==> config.mk <==
export PLATFORM = sky130hd
export DESIGN_NAME = change_dispenser
export DESIGN_NICKNAME = d
export VERILOG_FILES = /design/src/rtl/change_dispenser.sv
export SDC_FILE = /design/constraint.sdc
export NUM_CORES = 1
export LEC_CHECK = 0
export ABC_AREA = 1
export CAP_MARGIN = 20
export CORE_ASPECT_RATIO = 1.25
export CORE_MARGIN = 4
export CORE_UTILIZATION = 45
export CTS_BUF_LIST = sky130_fd_sc_hd__clkbuf_8 sky130_fd_sc_hd__clkbuf_16
export DETAILED_ROUTE_END_ITERATION = 10
export PLACE_DENSITY = 0.71
export REMOVE_ABC_BUFFERS = 1
export SETUP_SLACK_MARGIN = 0.02
export SYNTH_ARGS = -nofsm -noshare
export SYNTH_HDL_FRONTEND = slang
export SYNTH_SLANG_ARGS = --single-unit
==> constraint.sdc <==
create_clock -name clk -period 5.17 [get_ports clk]
set_clock_uncertainty 0.1 [all_clocks]
set_input_delay 1.034 -clock clk [delete_from_list [all_inputs] [get_ports clk]]
set_output_delay 1.034 -clock clk [all_outputs]
set_load 0.005 [all_outputs]
==> src/rtl/change_dispenser.sv <==
// change_dispenser: queues change requests in a small FIFO and pays each one
// out as a greedy series of notes (100/50/20/10/5) over a valid/ready
// handshake, followed by at most one coin pulse for any residue below 5.
// Optional build macro: CHANGE_STATS_EN adds notes_total, value_total and
// coins_total counters as extra outputs.
module change_dispenser #(
  parameter int unsigned DEPTH = 4,
  parameter int unsigned AW    = 16
) (
  input  logic          clk,
  input  logic          rstn,
  input  logic          chg_valid,
  input  logic [AW-1:0] chg_amount,
  output logic          note_valid,
  output logic [6:0]    note_denom,
  input  logic          note_ready,
  output logic          coin_valid,
  output logic [2:0]    coin_amt,
  output logic          done,
  output logic          busy,
  output logic          fifo_full,
  output logic          overflow
`ifdef CHANGE_STATS_EN
  ,
  output logic [31:0]   notes_total,
  output logic [31:0]   value_total,
  output logic [15:0]   coins_total
`endif
);

  localparam int unsigned PW = $clog2(DEPTH);

  typedef enum logic [2:0] {
    S_IDLE,
    S_CALC,
    S_ISSUE,
    S_COIN,
    S_DONE
  } state_e;

  state_e        state_q, state_d;
  logic [AW-1:0] rem_q, rem_d;
  logic [PW:0]   wr_ptr_q, wr_ptr_d;
  logic [PW:0]   rd_ptr_q, rd_ptr_d;
  logic          note_valid_q, note_valid_d;
  logic [6:0]    note_denom_q, note_denom_d;
  logic          coin_valid_q, coin_valid_d;
  logic [2:0]    coin_amt_q, coin_amt_d;
  logic          done_q, done_d;
  logic          overflow_q, overflow_d;
  logic [AW-1:0] mem_q [DEPTH];

  logic          fifo_empty;
  logic          full;
  logic          req_nz;
  logic          push;
  logic          pop;
  logic [6:0]    best_denom;

  // Pointers carry one wrap bit so full and empty are distinguishable.
  assign fifo_empty = (wr_ptr_q == rd_ptr_q);
  assign full       = (wr_ptr_q[PW] != rd_ptr_q[PW]) &&
                      (wr_ptr_q[PW-1:0] == rd_ptr_q[PW-1:0]);
  assign req_nz     = chg_valid && (chg_amount != '0);
  // A full FIFO refuses the push even if the FSM pops in the same cycle.
  assign push       = req_nz && !full;

  // Largest denomination not exceeding the remaining amount (needs rem >= 5).
  always_comb begin
    best_denom = 7'd5;
    if (rem_q >= AW'(100))     best_denom = 7'd100;
    else if (rem_q >= AW'(50)) best_denom = 7'd50;
    else if (rem_q >= AW'(20)) best_denom = 7'd20;
    else if (rem_q >= AW'(10)) best_denom = 7'd10;
  end

  // Next-state logic for FSM, FIFO pointers and registered outputs.
  always_comb begin
    state_d      = state_q;
    rem_d        = rem_q;
    note_valid_d = note_valid_q;
    note_denom_d = note_denom_q;
    coin_valid_d = 1'b0;
    coin_amt_d   = '0;
    done_d       = 1'b0;
    overflow_d   = overflow_q | (req_nz && full);
    pop          = 1'b0;
    unique case (state_q)
      S_IDLE: begin
        if (!fifo_empty) begin
          pop     = 1'b1;
          rem_d   = mem_q[rd_ptr_q[PW-1:0]];
          state_d = S_CALC;
        end
      end
      S_CALC: begin
        if (rem_q >= AW'(5)) begin
          note_denom_d = best_denom;
          note_valid_d = 1'b1;
          state_d      = S_ISSUE;
        end else if (rem_q != '0) begin
          coin_valid_d = 1'b1;
          coin_amt_d   = rem_q[2:0];
          rem_d        = '0;
          state_d      = S_COIN;
        end else begin
          done_d  = 1'b1;
          state_d = S_DONE;
        end
      end
      S_ISSUE: begin
        if (note_ready) begin
          rem_d        = rem_q - AW'(note_denom_q);
          note_valid_d = 1'b0;
          state_d      = S_CALC;
        end
      end
      S_COIN: begin
        done_d  = 1'b1;
        state_d = S_DONE;
      end
      S_DONE: begin
        state_d = S_IDLE;
      end
      default: begin
        state_d = S_IDLE;
      end
    endcase
    wr_ptr_d = wr_ptr_q + {{PW{1'b0}}, push};
    rd_ptr_d = rd_ptr_q + {{PW{1'b0}}, pop};
  end

  // FSM, FIFO pointer and output registers.
  always_ff @(posedge clk or negedge rstn) begin
    if (!rstn) begin
      state_q      <= S_IDLE;
      rem_q        <= '0;
      wr_ptr_q     <= '0;
      rd_ptr_q     <= '0;
      note_valid_q <= 1'b0;
      note_denom_q <= '0;
      coin_valid_q <= 1'b0;
      coin_amt_q   <= '0;
      done_q       <= 1'b0;
      overflow_q   <= 1'b0;
    end else begin
      state_q      <= state_d;
      rem_q        <= rem_d;
      wr_ptr_q     <= wr_ptr_d;
      rd_ptr_q     <= rd_ptr_d;
      note_valid_q <= note_valid_d;
      note_denom_q <= note_denom_d;
      coin_valid_q <= coin_valid_d;
      coin_amt_q   <= coin_amt_d;
      done_q       <= done_d;
      overflow_q   <= overflow_d;
    end
  end

  // FIFO storage; contents are don't-care until written, so no reset.
  always_ff @(posedge clk) begin
    if (push) mem_q[wr_ptr_q[PW-1:0]] <= chg_amount;
  end

  assign note_valid = note_valid_q;
  assign note_denom = note_denom_q;
  assign coin_valid = coin_valid_q;
  assign coin_amt   = coin_amt_q;
  assign done       = done_q;
  assign overflow   = overflow_q;
  assign fifo_full  = full;
  assign busy       = (state_q != S_IDLE) || !fifo_empty;

`ifdef CHANGE_STATS_EN
  logic [31:0] notes_total_q, notes_total_d;
  logic [31:0] value_total_q, value_total_d;
  logic [15:0] coins_total_q, coins_total_d;

  // Payout statistics; all counters wrap naturally.
  always_comb begin
    notes_total_d = notes_total_q;
    value_total_d = value_total_q;
    coins_total_d = coins_total_q;
    if (note_valid_q && note_ready) begin
      notes_total_d = notes_total_q + 32'd1;
      value_total_d = value_total_q + {25'd0, note_denom_q};
    end
    if (coin_valid_q) begin
      coins_total_d = coins_total_q + 16'd1;
      value_total_d = value_total_q + {29'd0, coin_amt_q};
    end
  end

  // Statistics registers.
  always_ff @(posedge clk or negedge rstn) begin
    if (!rstn) begin
      notes_total_q <= '0;
      value_total_q <= '0;
      coins_total_q <= '0;
    end else begin
      notes_total_q <= notes_total_d;
      value_total_q <= value_total_d;
      coins_total_q <= coins_total_d;
    end
  end

  assign notes_total = notes_total_q;
  assign value_total = value_total_q;
  assign coins_total = coins_total_q;
`endif

endmodule

; ---- Word level (Yosys, flattened, before mapping)
; Memory sizes are Yosys's and may differ from the RTL's.
; Cells that the tools add are included.
[totals]
ff_bits = 39
ram_bits = 64
wordCells = 78
output_inout_bits = 16
mem_count = 1
inputBits = 20
[op_classes]
order_cmp = 5
n_addsub = 3
reduce_logical = 17
eq_ne = 11
bitwise = 1
mux = 30
[memory_table]
columns = memory, depth, word_bits, read_ports, rd_clocked_by_memory_dff, write_ports, line_no
row1 = mem_q, 4, 16, 1, 0, 1, 51  ; logic [AW-1:0] mem_q [DEPTH];
[ops]
columns = operator, n
row1 = $mux 16, 4
row2 = $pmux 16 s3, 1
row3 = $reduce_bool 16->1, 2
row4 = $mux 3, 7
row5 = $ge 16x3->1 const B, 1
row6 = $ge 16x4->1 const B, 1
row7 = $ge 16x5->1 const B, 1
row8 = $ge 16x6->1 const B, 1
row9 = $ge 16x7->1 const B, 1
row10 = $sub 16x7->16, 1
row11 = $pmux 3 s4, 1
row12 = $mux 1, 11
row13 = $ne 2x2->1 const B, 5
row14 = $mux 7, 1
row15 = $add 3x1->3, 2
row16 = $eq 3x2->1 const B, 2
row17 = $mux 6, 1
row18 = $reduce_bool 3->1, 2
row19 = $mux 5, 1
row20 = $reduce_and 5->1, 1
row21 = $logic_and 1x1->1, 4
row22 = $mux 4, 1
row23 = $pmux 1 s2, 2
row24 = $reduce_and 2->1, 2
row25 = other kinds (10), 11

; ---- Depth between registers and ports, before layout
; Gate-level depths: netlist of the first run.
[logic_depth]
depth_word = 6
depth_mapped = 13
depth_no_buf = 13

; ---- Worst setup path after synthesis of the first run
; No wires, ideal clock.
[synth_path]
path_type = input -> register
from = input port chg_amount[1]
to = memory mem_q[0][0] (enable)
slack_ns = 2.462
arrival_time_ns = 2.220
n_path_buf = 0
required_time_ns = 4.682
stages = 7
setup_time_ns = 0.388
path_cell_list = nor2_1 > nand4_1 > nand3b_1 > nand2_1 > nor2_1 > nand2_1 > nor2_1
[synth_between]
elab_chain_len = 5
[synth_rtl]
columns = element, line_no
row1 = "start, declared", 13  ; input logic [AW-1:0] chg_amount,
row2 = $reduce_bool 16->1, 64  ; assign req_nz = chg_valid && (chg_amount != '0);
row3 = $logic_and 1x1->1, 64
row4 = $logic_and 1x1->1, 66  ; assign push = req_nz && !full;
row5 = $mux 1, 162  ; if (push) mem_q[wr_ptr_q[PW-1:0]] <= chg_amount;
row6 = $mux 1 (not written as such), 162
row7 = "end, declared", 51
; No other way between the ends.

; ---- Worst setup path in the final report of the first run
[layout_path]
from = register rd_ptr_q[1]
to = output port fifo_full
[layout_between]
elab_chain_len = 2
[layout_rtl]
columns = element, line_no
row1 = "start, declared", 44  ; logic [PW:0] rd_ptr_q, rd_ptr_d;
row2 = "start signal, assigned", 150  ; rd_ptr_q <= rd_ptr_d;
row3 = $eq 2x2->1, 63  ; (wr_ptr_q[PW-1:0] == rd_ptr_q[PW-1:0]);
row4 = $logic_and 1x1->1, 62  ; assign full = (wr_ptr_q[PW] != rd_ptr_q[PW]) &&
row5 = "end, declared", 21  ; output logic fifo_full,
; No other way between the ends.

==> flow_summary.ini, run 1 <==
[power_and_ir_drop]
internal_power_w = 0.002064
power_frac_clock = 0.189
power.share.combinational = 0.452
swShare = 0.4254
power_switching_w = 0.001528
p_leak_nw = 2.480
peakVddDrop_v = 0.0002959
powerDensity_nw_per_um2 = 620.1
p_seq_frac = 0.359

[logic_synthesis]
synth_seq_cells = 103
syn_inst = 551
synth-main-ff-cell = edfxtp_1
synth_cell_type_count = 37
yosys_warnings = 0
ys_async_sr_fraction = 0.3786
synth_edf_count = 64
ys_seq_area_frac = 0.5791
netlist_area_um2 = 5004
syn_avg_cell_area_um2 = 9.081

[detailed_routing]
wl_per_cell_um = 14.69
drtIter0Drc = 219
via_per_inst = 5.244
firstDrtPassIters = 5
vias = 3802
ant_nets = 0
drc_errors = 0
routed_wl_um = 10650

[critical_path]
r2r_end = rem_q[4]
crit_chain = inv_1, nand2_1, nand2_1, nor3_1, clkdlybuf4s50_1
cpMostUsedCell = nand2_1
worst_setup_path_start_kind = flip-flop
rr_startpoint = state_q[0]
reg2regPathDepth = 10
critPathMaxStageDelay_ps = 640
crit_fanout = 22
crit_cells = 5
endpoint = fifo_full
cpMaxStageDelayCell = dfrtp_1
critPathArrivalTime_ps = 2550
critPathBufInv = 2
end_kind = primary output
r2r_slack_ps = 2600
cp.required_ps = 4040
path_delay_family = buffers and inverters
crit_type = reg -> out
startpoint = rd_ptr_q[1]

[timing]
rsz0062_at_grt = no
fmax_mhz = 271.7
setup_violations = 0
holdWs_ps = 374.8
fin_crit_ps = 3680
final_hold_viol_count = 0
setup_tns_ps = 0
worstMarginPinSlew_ps = 1006
fin_crit_sh = 0.7118
drv_slew = 0
slew_headroom = 0.3266

[clock_network]
cts_tree = done
hold_buffers = 0
htreeDepth = 3
clock_latency_ps = 350
cts_sinks = 103
clkTransAtPathRegs_ps = 70
root_buffer = clkbuf_16
cts_resized = 0
cts_buffers = 9
cts_setup_buffers = 0
cts_buffer_depth = 2

[global_route]
grt_start_max_net_pins = 42
overflow = 0
grt_usage = 0.1789
first_global_vias = 3806
antenna_found_initial = 0
grt_pass1_wl_um = 17930

[die]
die_w_um = 102.3
die_area_um2 = 12880
initial_core_util = 0.4667
io-pin-count = 36
num_rows = 42
die_y_um = 125.9
core_area_um2 = 10720

[placed_design]
port_buffers = 35
place_congestion = 0.8757
dp_hpwl_um = 7386

[job]
maxCapViolations = 0

[finish]
area_growth_pct = 15.75
n_fill_cell = 994
seqCellArea_um2 = 2898
layout-drive-gt1-share = 0.06071
num_antenna_cells = 0
fin_nets = 620
final_cell_mix = nand2_1 (138), nor2_1 (76), edfxtp_1 (64)
layout_commonest_cell = nand2_1
multiInputGateArea_um2 = 1797

[worst_hold_path]
hold_class = reg -> reg
hold_start = overflow

[run_status]
status = finished, final reports clean
-- final cells by class --
class,count,share of cell area
Sequential cell,103,0.5003
Multi-Input combinational cell,373,0.3102
Timing Repair Buffer,40,0.06956
Inverter,61,0.03997
Clock buffer,9,0.03889
Tap cell,132,0.02852
Clock inverter,7,0.01253
-- metrics by stage --
stage                     setup slack [ps]  cell area, µm²  power (W)  cells    util
after global placement                1367            5466   0.002853    708  0.5099
after detailed placement              1315            5466   0.002897    708  0.5099
final                                 1490            5792   0.003592    725  0.5403
after floorplan                       2405            4926   0.002413    537       -
after CTS                            959.7            5764   0.003583    724  0.5377
after global routing                  1299            5792   0.003916    725  0.5403
-- cells by family (layout without fill, tap and decap cells) --
kind of cell,count (synthesis),count (layout),share of synthesized area
buffers and inverters,75,117,0.06176
AND/OR/NAND/NOR,279,279,0.2356
AO/OA/AOI/OAI,78,78,0.08502
XOR/XNOR,4,4,0.007003
adder cells (fa/ha/maj),12,12,0.03151
flip-flops,103,103,0.5791
-- synth_stat cells (2+ instances only) --
cell type / n / area, µm²
a21oi_1: 18 / 90.09
buf_2: 5 / 25.02
clkbuf_1: 7 / 26.28
dfrtp_1: 39 / 975.9
edfxtp_1: 64 / 1922
ha_1: 11 / 137.6
inv_1: 56 / 210.2
inv_2: 4 / 15.01
nand2_1: 138 / 518.0
nand2_2: 3 / 18.77
nand3_1: 41 / 205.2
nand4_1: 7 / 43.79
nor2_1: 76 / 285.3
nor3_1: 5 / 25.02
nor4_1: 2 / 12.51
o211ai_1: 3 / 22.52
o21ai_0: 42 / 210.2
o21ai_1: 3 / 15.01
o22ai_1: 5 / 31.28
o31ai_1: 3 / 22.52
xnor2_1: 2 / 17.52
xor2_1: 2 / 17.52
-- power by group through the flow --
stage | combinational, W | clock, W | sequential, W
2_1_floorplan | 0.00113 | 0 | 0.00128
3_3_place_gp | 0.00152 | 0 | 0.00133
3_5_place_dp | 0.00156 | 0 | 0.00134
4_1_cts | 0.00157 | 0.000687 | 0.00132
5_1_grt | 0.00187 | 0.000730 | 0.00132
6_report | 0.00162 | 0.000678 | 0.00129
-- worst min path at each step --
stage	end	slack (ps)	cells after the start
after CTS	overflow	370	1
final	overflow	370	1
after global routing	overflow	390	1
after detailed placement	overflow	360	1
after floorplan	rd_ptr_q[2]	360	1
after global placement	overflow	350	1
-- worst register-to-register path, cell delays in order (launching register included) --
cell and delay (ps):
dfrtp_1 410, nor2_1 110, inv_1 80, nor2_1 760
inv_2 270, nand2_1 150, inv_2 140, nand3_1 160
o21ai_0 120, nand2_1 70, o21ai_0 70
-- state kept, by name (all words and copies together) (netlist names) --
name / flops
mem_q: 64
rem_q: 16
note_denom: 7
coin_amt: 3
rd_ptr_q: 3
state_q: 3
wr_ptr_q: 3
coin_valid: 1
done: 1
note_valid: 1
overflow: 1
-- routing by layer --
layer  GRT usage  vias up  part of all wire
met3     0.01881       23             0.045
met2      0.3119      100              0.52
met4     0.09575        0             0.032
li1            -     1906                 -
met1      0.2129     1773              0.40
met5           0        -                 0
No activity file was read; power rests on OpenSTA's default activity.
==> run 2, diff against run 1 <==
==> constraint.sdc (replaced) <==
create_clock -name clk -period 3.47 [get_ports clk]
set_clock_uncertainty 0.1 [all_clocks]
set_input_delay 0.694 -clock clk [delete_from_list [all_inputs] [get_ports clk]]
set_output_delay 0.694 -clock clk [all_outputs]
set_load 0.005 [all_outputs]
==> run 2 against run 1 <==
Power grew 49%. First-iteration DRC count up 21%. Via count increased by 0.37%. Wire length is 0.84% higher. Clock-buffer cell count unchanged. Critical path depth unchanged. Die area stayed put. Register-to-register slack got worse by 1300 ps. Utilization fell by 0.093 points. Largest power group unchanged.
==> flow_summary.ini, run 2 (synthesis gave the netlist of run 1 again) <==
[clock_network]
root_buffer = clkbuf_16
clkTransAtPathRegs_ps = 70
cts_buffers = 9
cts_setup_buffers = 0
cts_resized = 0
cts_buffer_depth = 2
cts_tree = done
cts_sinks = 103
htreeDepth = 3
hold_buffers = 0
clock_latency_ps = 340

[detailed_routing]
routed_wl_um = 10740
ant_nets = 0
vias = 3816
via_per_inst = 5.256
drtIter0Drc = 264
firstDrtPassIters = 4
drc_errors = 0
wl_per_cell_um = 14.80

[worst_hold_path]
hold_class = in -> async

[timing]
setup_violations = 0
worstMarginPinSlew_ps = 895.3
rsz0062_at_grt = no
slew_headroom = 0.4031
fin_crit_ps = 2983
final_hold_viol_count = 0
setup_tns_ps = 0
drv_slew = 0
holdWs_ps = 376.9
worst_slack_ps = 487.4
fmax_mhz = 335.3
fin_crit_sh = 0.8595

[die]
core_area_um2 = 10720
die_y_um = 125.9
initial_core_util = 0.4667
die_w_um = 102.3
io-pin-count = 36
die_area_um2 = 12880
num_rows = 42

[critical_path]
crit_fanout = 14
cp.required_ps = 2680
crit_type = reg -> out
critPathArrivalTime_ps = 2190
end_kind = primary output
worst_setup_path_start_kind = flip-flop

[global_route]
grt_start_max_net_pins = 40
grt_usage = 0.1744
grt_pass1_wl_um = 17460
antenna_found_initial = 0
overflow = 0
first_global_vias = 3611

[job]
maxCapViolations = 0

[finish]
largest_reg_flops = 64
layout-drive-gt1-share = 0.06397
layout_commonest_cell = nand2_1
fin_nets = 622
num_antenna_cells = 0
area_growth_pct = 15.55
finalNonFillerCells = 726
final_cell_mix = nand2_1 (138), nor2_1 (76), edfxtp_1 (64)

[power_and_ir_drop]
powerDensity_nw_per_um2 = 924.8
finalPower_w = 0.005347
p_leak_nw = 2.473
peakVddDrop_v = 0.0004329

[placed_design]
port_buffers = 35
dp_hpwl_um = 7504
dp_slack_ps = 651.0
place_congestion = 0.9045
dp.cells = 711

[run_status]
status = finished, final reports clean
run 2: cell count changes in the layout (fill, tap and decap cells not counted):
| cell | previous run | this run |
|---|---|---|
| buf_16 | 1 | 0 |
| buf_4 | 4 | 7 |
| clkinv_4 | 1 | 0 |
| clkinvlp_4 | 1 | 2 |
| inv_1 | 57 | 56 |
run 2: area by class of cell:
class                      count  area, µm²
timing repair buffer          42      397.9
fill                        1006       4938
multi-input combinational    373       1797
clock inverter                 6      67.56
tap                          132      165.2
sequential                   103       2898
inverter                      61      231.5
clock buffer                   9      225.2
run 2: layer usage:
metal / global-route usage / vias up / wire length [µm]
met2: 0.3073 / 101 / 5542
met5: 0 / - / 0
met4: 0.07027 / 0 / 197
met3: 0.02655 / 18 / 531
li1: - / 1917 / -
met1: 0.2100 / 1780 / 4472
run 2: path summary, 6_finish.rpt:
kind	start	end	slack [ps]	cells past startpoint
max in group asynchronous	rstn	rem_q[11]	2340	1
min in group clk	overflow	overflow	380	1
min	rstn	coin_amt[2]	380	1
max reg2reg	rd_ptr_q[0]	mem_q[2][8]	1310	8
max	rd_ptr_q[1]	fifo_full	490	5
min reg2reg	overflow	overflow	380	1
run 2: report_power, final:
part           internal [W]  leakage (nW)  switching (W)
Clock              0.000559         0.138       0.000446
Sequential          0.00168          1.07       0.000236
Combinational      0.000828          1.27        0.00160
run 2: through the flow:
stage | instance area, µm² | util
floorplan | 4926 | -
global placement | 5489 | 0.5120
detailed placement | 5489 | 0.5120
CTS | 5782 | 0.5393
global route | 5782 | 0.5393
finish | 5782 | 0.5393
run 2: worst max-delay path, cell delays in order, from the launching register on:
cell and delay [ps]:
dfrtp_1 640, inv_1 110, nand2_1 80, nand2_1 70
nor3_1 360, clkdlybuf4s50_1 580
==> run 3, diff against run 2 <==
--- a/config.mk
+++ b/config.mk
@@ -8,9 +8,9 @@
 export ABC_AREA = 1
 export CAP_MARGIN = 20
 export CORE_ASPECT_RATIO = 1.25
-export CORE_MARGIN = 4
 export CORE_UTILIZATION = 45
 export CTS_BUF_LIST = sky130_fd_sc_hd__clkbuf_8 sky130_fd_sc_hd__clkbuf_16
+export CTS_CLUSTER_SIZE = 28
 export DETAILED_ROUTE_END_ITERATION = 10
 export PLACE_DENSITY = 0.71
 export REMOVE_ABC_BUFFERS = 1
==> run 3 against run 2 <==
Utilization barely moved. Setup slack improved by 14 ps. Via count rose by 0.10%. Maximum frequency rose by 0.46%. First-iteration DRC count fell by 10%. Sequential cell count did not move. Global-route usage rose by 2.6 points. Register-to-register slack improved by 20 ps.
==> flow_summary.ini, run 3 (synthesis gave the netlist of run 1 again) <==
[clock_network]
root_buffer = clkbuf_16
cts_setup_buffers = 0
clkTransAtPathRegs_ps = 70
cts_tree = done
cts_buffer_depth = 2
htreeDepth = 3
hold_buffers = 0
clock_latency_ps = 350
cts_resized = 0
cts_sinks = 103
cts_buffers = 9

[critical_path]
critPathArrivalTime_ps = 2170
crit_fanout = 14
worst_setup_path_start_kind = flip-flop
reg2regPathDepth = 8
end_kind = primary output
cp.required_ps = 2680
crit_type = reg -> out

[global_route]
overflow = 0
grt_start_max_net_pins = 40
grt_pass1_wl_um = 17370
antenna_found_initial = 0
first_global_vias = 3716
grt_usage = 0.2002

[timing]
setup_tns_ps = 0
drv_slew = 0
slew_headroom = 0.4027
rsz0062_at_grt = no
fin_crit_ps = 2969
setup_violations = 0
worstMarginPinSlew_ps = 895.9
fin_crit_sh = 0.8556
final_hold_viol_count = 0
fmax_mhz = 336.8

[die]
die_area_um2 = 11550
core_area_um2 = 10720
die_w_um = 96.32
die_y_um = 119.9
initial_core_util = 0.4667
num_rows = 42
io-pin-count = 36

[detailed_routing]
drc_errors = 0
via_per_inst = 5.254
ant_nets = 0
firstDrtPassIters = 5
routed_wl_um = 10530
vias = 3820
drtIter0Drc = 237
wl_per_cell_um = 14.48

[finish]
largest_reg_flops = 64
seqCellArea_um2 = 2898
num_antenna_cells = 0
layout_commonest_cell = nand2_1
multiInputGateArea_um2 = 1797
area_growth_pct = 15.65
n_fill_cell = 976
fin_util = 0.5398
fin_nets = 622
layout-drive-gt1-share = 0.06387
final_cell_mix = nand2_1 (138), nor2_1 (76), edfxtp_1 (64)

[worst_hold_path]
hold_class = in -> async

[placed_design]
port_buffers = 35
place_congestion = 0.8784
dp_hpwl_um = 7333

[power_and_ir_drop]
peakVddDrop_v = 0.0003642
p_leak_nw = 2.478
powerDensity_nw_per_um2 = 924.9

[run_status]
status = finished, final reports clean

[job]
maxCapViolations = 0
==> run 3: changes by cell type in the layout (fill, tap and decap cells not counted) <==
cell / delta
clkinvlp_4: -1
clkinv_4: +2
inv_6: -1
clkinv_1: +1
==> run 3: power by group <==
group | switching [W] | internal (W) | leakage [nW]
clock | 0.000446 | 0.000560 | 0.143
sequential | 0.000232 | 0.00168 | 1.07
combinational | 0.00161 | 0.000829 | 1.27
total | 0.00229 | 0.00306 | 2.48
==> run 3: per-stage QoR <==
step                      std cells  worst slack (ps)  cell area (µm²)  power (W)  hold WS, ps
after floorplan                 537             748.2             4926   0.003595        298.4
after global placement          711             619.7             5489   0.004275        377.1
after detailed placement        711             565.3             5489   0.004357        372.5
after CTS                       727             425.6             5787   0.005364        387.8
after global routing            727             303.5             5787   0.005797        403.9
final                           727             501.2             5787   0.005352        365.6
==> run 3: final cells by class <==
type,count,area share
multi-input cells,373,0.3105
inverters,61,0.04000
well taps,132,0.02854
flip-flops and latches,103,0.5008
clock inverters,7,0.01254
clock buffers,9,0.03892
repair buffers,42,0.06876
==> run 3: worst paths after layout <==
| check | slack [ps] | from | endpoint |
|---|---|---|---|
| worst max-delay path | 500 | rd_ptr_q[1] | fifo_full |
| worst min-delay path | 370 | rstn | coin_valid |
| worst max register to register | 1330 | rd_ptr_q[1] | wr_ptr_q[2] |
| worst min register to register | 380 | overflow | overflow |
| max in group asynchronous | 2350 | rstn | rem_q[8] |
| min in group clk | 380 | overflow | overflow |
==> run 3: metal layers <==
layer  global-route usage  vias up  wire length, µm
met1               0.2385     1781             4375
met4              0.08824        0              220
met5                    0        -                0
met3              0.03295       16              447
li1                     -     1914                -
met2               0.3493      109             5484
==> run 3: critical path, stage by stage, from the launching register on <==
cell	delay, ps
dfrtp_1	610
inv_1	110
nand2_1	80
nand2_1	70
nor3_1	380
clkdlybuf4s50_1	580
